==> config.mk <==
export PLATFORM = sky130hd
export DESIGN_NAME = basic_array2d_store
export DESIGN_NICKNAME = d
export VERILOG_FILES = /design/src/rtl/basic_array2d_store.sv
export SDC_FILE = /design/constraint.sdc
export NUM_CORES = 2
export LEC_CHECK = 0
export CAP_MARGIN = 20
export CORE_MARGIN = 4
export CORE_UTILIZATION = 42
export DETAILED_ROUTE_END_ITERATION = 10
export GPL_TIMING_DRIVEN = 0
export PLACE_DENSITY_LB_ADDON = 0.12
export SLEW_MARGIN = 15
export SYNTH_ARGS = -nofsm -noshare
export SYNTH_HDL_FRONTEND = slang
export SYNTH_SLANG_ARGS = --single-unit
==> constraint.sdc <==
create_clock -name clk -period 5.1 [get_ports clk]
set_input_delay 0.765 -clock clk [delete_from_list [all_inputs] [get_ports clk]]
set_output_delay 0.765 -clock clk [all_outputs]
set_load 0.05 [all_outputs]
==> src/rtl/basic_array2d_store.sv <==
// Zeroed, bounds-checked storage for a 2-D BASIC array (DIM A(MAX_I,MAX_J)).
// Row-major addressing, two-stage command pipeline, in-order fixed-latency responses.
module basic_array2d_store #(
  parameter int DATA_W = 32,
  parameter int IDX_W  = 32,
  parameter int MAX_I  = 4,
  parameter int MAX_J  = 12
) (
  input  logic                     clk,
  input  logic                     reset,
  input  logic                     dim_start,
  output logic                     busy,
  input  logic                     cmd_valid,
  output logic                     cmd_ready,
  input  logic                     cmd_write,
  input  logic signed [IDX_W-1:0]  cmd_i,
  input  logic signed [IDX_W-1:0]  cmd_j,
  input  logic [DATA_W-1:0]        cmd_wdata,
  output logic                     rd_valid,
  output logic [DATA_W-1:0]        rd_data,
  output logic                     wr_done,
  output logic                     err_valid,
  output logic [1:0]               err_code,
  output logic                     err_sticky
);

  localparam int DEPTH = (MAX_I + 1) * (MAX_J + 1);
  localparam int AW    = $clog2(DEPTH);

  typedef enum logic {S_CLEAR, S_IDLE} state_t;

  state_t              state_q;
  logic [AW-1:0]       clr_addr_q;
  logic                s1_valid_q;
  logic                s1_write_q;
  logic                s1_in_i_q;
  logic                s1_in_j_q;
  logic [AW-1:0]       s1_addr_q;
  logic [DATA_W-1:0]   s1_wdata_q;
  logic                rd_valid_q;
  logic [DATA_W-1:0]   rd_data_q;
  logic                wr_done_q;
  logic                err_valid_q;
  logic [1:0]          err_code_q;
  logic                err_sticky_q;

  logic [DATA_W-1:0]   mem [DEPTH];

  logic                accept;
  logic                in_i_d;
  logic                in_j_d;
  logic [AW-1:0]       addr_d;
  logic                mem_wr;

  assign cmd_ready = (state_q == S_IDLE) && !dim_start;
  assign accept    = cmd_valid && cmd_ready;

  // Sign bit test stands in for ">= 0" so the upper-bound compare stays signed.
  always_comb begin
    in_i_d = !cmd_i[IDX_W-1] && (cmd_i <= $signed(IDX_W'(MAX_I)));
    in_j_d = !cmd_j[IDX_W-1] && (cmd_j <= $signed(IDX_W'(MAX_J)));
    addr_d = AW'(cmd_i) * AW'(MAX_J + 1) + AW'(cmd_j);
  end

  assign mem_wr = (state_q == S_IDLE) && !dim_start && s1_valid_q &&
                  s1_write_q && s1_in_i_q && s1_in_j_q;

  // Single port: clearing and stage-2 traffic are mutually exclusive by state.
  always_ff @(posedge clk) begin
    if (state_q == S_CLEAR) begin
      mem[clr_addr_q] <= '0;
    end else if (mem_wr) begin
      mem[s1_addr_q] <= s1_wdata_q;
    end
  end

  always_ff @(posedge clk or posedge reset) begin
    if (reset) begin
      state_q      <= S_CLEAR;
      clr_addr_q   <= '0;
      s1_valid_q   <= 1'b0;
      s1_write_q   <= 1'b0;
      s1_in_i_q    <= 1'b0;
      s1_in_j_q    <= 1'b0;
      s1_addr_q    <= '0;
      s1_wdata_q   <= '0;
      rd_valid_q   <= 1'b0;
      rd_data_q    <= '0;
      wr_done_q    <= 1'b0;
      err_valid_q  <= 1'b0;
      err_code_q   <= '0;
      err_sticky_q <= 1'b0;
    end else begin
      rd_valid_q  <= 1'b0;
      wr_done_q   <= 1'b0;
      err_valid_q <= 1'b0;
      s1_valid_q  <= accept;
      if (accept) begin
        s1_write_q <= cmd_write;
        s1_wdata_q <= cmd_wdata;
        s1_in_i_q  <= in_i_d;
        s1_in_j_q  <= in_j_d;
        s1_addr_q  <= addr_d;
      end
      if (dim_start) begin
        state_q      <= S_CLEAR;
        clr_addr_q   <= '0;
        err_sticky_q <= 1'b0;
      end else begin
        if (state_q == S_CLEAR) begin
          if (clr_addr_q == AW'(DEPTH - 1)) begin
            state_q <= S_IDLE;
          end
          clr_addr_q <= clr_addr_q + AW'(1);
        end
        if (s1_valid_q) begin
          if (s1_in_i_q && s1_in_j_q) begin
            if (s1_write_q) begin
              wr_done_q <= 1'b1;
            end else begin
              rd_valid_q <= 1'b1;
              rd_data_q  <= mem[s1_addr_q];
            end
          end else begin
            err_valid_q  <= 1'b1;
            err_code_q   <= {!s1_in_j_q, !s1_in_i_q};
            err_sticky_q <= 1'b1;
          end
        end
      end
    end
  end

  assign busy       = (state_q == S_CLEAR);
  assign rd_valid   = rd_valid_q;
  assign rd_data    = rd_data_q;
  assign wr_done    = wr_done_q;
  assign err_valid  = err_valid_q;
  assign err_code   = err_code_q;
  assign err_sticky = err_sticky_q;

endmodule

==> impl_metrics.env <==
export IMPL_run_status="finished, final reports clean"
export IMPL_place_inst=6714
export IMPL_swShare=0.238
export IMPL_seq_area_frac_synth=0.773
export IMPL_cap_violations=0
export IMPL_die_area_um2=206000
export IMPL_path_common_cell="buf_4"
export IMPL_largest_family_of_logic_cells_by_synthesized_area="multiplexers"
export IMPL_clk_insertion_delay_late_ns=0.86
export IMPL_seqPwrFrac=0.501
export IMPL_clock_tree_buffer_depth=3
export IMPL_finalCoreUtilization=0.504
export IMPL_crit_fanout=10
export IMPL_io_pin_count=141
export IMPL_grt_antenna_before_repair=6
export IMPL_element_type_at_the_critical_path_end="register"
export IMPL_max_slew_margin_rel=0.224
export IMPL_die_width_um=454
export IMPL_cellPowerDensity_nw_per_um2=389
export IMPL_pwr_share_clk=0.408
export IMPL_worstSetupStartpointType="register"
export IMPL_mappedNetlistArea_um2=83600
export IMPL_drive_above_1_share=0.330
export IMPL_yosys_warnings=0
export IMPL_total_power_uw=38700
export IMPL_combPwrFrac=0.090
export IMPL_synth_adder_area_share=0.00473
export IMPL_fmaxAchievable_ghz=0.203
export IMPL_grt_ovfl_total=0
export IMPL_post_synth_main_area_contributors="edfxtp_1 75%, mux4_2 16%, dfrtp_1 2.7%"
export IMPL_required_time_of_the_critical_path_ns=5.65
export IMPL_seq_area_um2=64700
export IMPL_layoutNonFillerInstCount=7146
export IMPL_tritoncts="built"
export IMPL_cellInternalPower_uw=29500
export IMPL_critical_path_slowest_cell="o41ai_2"
export IMPL_synth_cells_most_frequent="2080 x edfxtp_1, 595 x mux4_2, 91 x clkbuf_1, 89 x dfrtp_1, 79 x mux2i_1"
export IMPL_netSwitchingPower_uw=9210
export IMPL_cp_buffers_inverters=7
export IMPL_initial_utilization=0.423
export IMPL_layout_filler_cells=15600
export IMPL_std_cell_rows=163
export IMPL_cts_hold_fix_buffers=0
export IMPL_multiInputGateArea_um2=18400
export IMPL_cts_sinks=2169
export IMPL_area_growth_synth_to_final_pct=19.2
export IMPL_clockRootBuffer="clkbuf_16"
export IMPL_drc=0
export IMPL_critPathTopFamily="buffers and inverters"
export IMPL_finalWeightedCongestion=0.881
export IMPL_timing_critical_path_slowest_cell_delay_ns=0.73
export IMPL_synth_mux_area_frac=0.175
export IMPL_port_buffers=140
export IMPL_leakage_uw=0.0334
export IMPL_cp_depth=10
export IMPL_chipHeight_um=454
export IMPL_routed_wire_length_per_instance_um=37.7
export IMPL_synth_xor_area_share=0.00157
export IMPL_wirelength_um=269000
export IMPL_worstMarginPinSlew_ns=1.16
export IMPL_netlist_area_leader_share=0.747
export IMPL_grt_max_degree=66
export IMPL_wire_length_of_the_first_global_routing_pass_um=364000
export IMPL_clock_skew_final_ns=0.0311
export IMPL_final_number_of_max_transition_violations=0
export IMPL_yosys_most_used_dff="edfxtp_1"
export IMPL_vias=42900
export IMPL_post_route_period_util=0.964
export IMPL_setup_violations=0
export IMPL_placement_setup_worst_slack_ns=-0.381
export IMPL_core_um2=198000
export IMPL_postSynth_asyncResetShare=0.0410
export IMPL_synth_ff_latch_count=2169
export IMPL_clkSlewWorstSetupHoldPaths_ns=0.06
export IMPL_path_type_of_the_worst_setup_path="register to register"
export IMPL_netlist_top_cell_by_area="edfxtp_1"
export IMPL_cts_made_buffers=221
export IMPL_via_per_inst=6.00
export IMPL_post_detailed_route_count_of_antenna_violating_nets=0
export IMPL_finalNetCount=4428
export IMPL_yosysUniqueCellTypes=59
export IMPL_synth_nets=3749
export IMPL_worst_hold_path_type="input port to async pin"
export IMPL_hold_violations=0
export IMPL_synthSimpleGateAreaFrac=0.0155
export IMPL_setup_reg_to_reg_worst_slack_ns=0.18
export IMPL_yosys_cell_count_top_type="edfxtp_1"
export IMPL_post_synth_edffs=2080
export IMPL_sequence_of_cells_on_the_critical_path="buf_2, inv_1, clkbuf_1, o41ai_2, nand2_1, nor3_2, buf_4, buf_4, buf_6, buf_4"
export IMPL_drt_pass1_iter_count=5
export IMPL_place_detailed_hpwl_um=189000
export IMPL_vdd_ir_drop_worst_v=0.000283
export IMPL_cp_data_arrival_time_ns=5.47
export IMPL_rsz0062_at_grt="no"
export IMPL_syn_inst=3620
export IMPL_timing_final_ws_setup_ns=0.183
export IMPL_synth_area_per_cell_um2=23.1
export IMPL_ff2ff_path_depth=10
export IMPL_grtUsageTotal=0.261
export IMPL_drt_iter0_drc=5921
export IMPL_h_tree_depth=4
export IMPL_number_of_global_route_vias_before_repair=42400
export IMPL_synth_compound_gate_area_share=0.0160
export IMPL_crit_path_time_final_ns=4.92
[logic make-up after synthesis]
logic type      Yosys count
flops                  2169
mux                     715
simple gates            257
buf+inv                 233
compound gates          203
fa+ha+maj                28
xor+xnor                 15
[worst register-to-register path: stages (launching register included)]
cell	delay [ns]
dfrtp_1	0.50
buf_2	0.38
inv_1	0.26
clkbuf_1	0.53
o41ai_2	0.73
nand2_1	0.44
nor3_2	0.73
buf_4	0.35
buf_4	0.26
buf_6	0.20
buf_4	0.21
[cell type report]
class                           instances  area share
Sequential cell                      2169       0.649
Multi-Input combinational cell       1218       0.184
Clock buffer                          310      0.0614
Timing Repair Buffer                  458      0.0513
Tap cell                             2640      0.0331
Buffer                                198      0.0102
Clock inverter                        105     0.00914
Inverter                               33     0.00129
Antenna cell                           15    0.000377
[layer usage]
metal / wire length, um / GRT usage / up-vias
met5: 68 / 0 / -
met2: 127000 / 0.410 / 2208
met1: 108000 / 0.363 / 23300
met3: 23700 / 0.0577 / 452
met4: 11300 / 0.0947 / 2
li1: - / - / 16900
[worst paths after layout]
kind                         startpoint             end
setup / recovery           s1_addr_q[5]     mem[59][24]
setup reg to reg           s1_addr_q[5]     mem[59][24]
min in group clk             err_sticky      err_sticky
hold / removal                    reset      err_sticky
max in group asynchronous         reset  s1_wdata_q[10]
hold reg to reg              err_sticky      err_sticky
[state kept, by name, indices dropped and copies added, names as in the netlist, 2 cells and up]
name	flops
s1_wdata_q	32
mem	2080
s1_addr_q	7
rd_data	32
err_code	2
clr_addr_q	7
[per-stage QoR]
step	setup TNS, ns	area (um^2)	hold slack, ns
floorplan	0	83600	0.471
global placement	-8731.08	88300	0.479
detailed placement	-22.37	92600	0.483
CTS	0	99600	0.347
global route	0	99600	0.324
finish	0	99700	0.309
[power by group through the flow]
stage               combinational, uW  clock, uW  sequential, uW
finish                           3500      15800           19400
global route                     3580      16800           19400
CTS                              3530      16000           19400
detailed placement               3530          0           19800
global placement                 3420          0           19800
floorplan                        1820          0           19800
[placed cells by master, fill, tap and decap left out, types with 45 or more instances in the layout]
master / netlist / final
buf_4: 22 / 197
buf_2: 56 / 57
clkbuf_1: 91 / 145
edfxtp_1: 2080 / 2080
nor2_1: 74 / 52
dfrtp_1: 89 / 89
clkinv_2: 0 / 45
mux2i_1: 79 / 79
mux4_2: 595 / 595
buf_6: 13 / 90
clkbuf_16: 0 / 222
clkdlybuf4s50_1: 0 / 140
o22ai_1: 52 / 52
[what timing repair did]
item                       4_1_cts  5_1_grt
buffers inserted                 0        0
resized for setup                1        0
setup endpoints to repair       89        0
(Power assumes the default switching activity.)
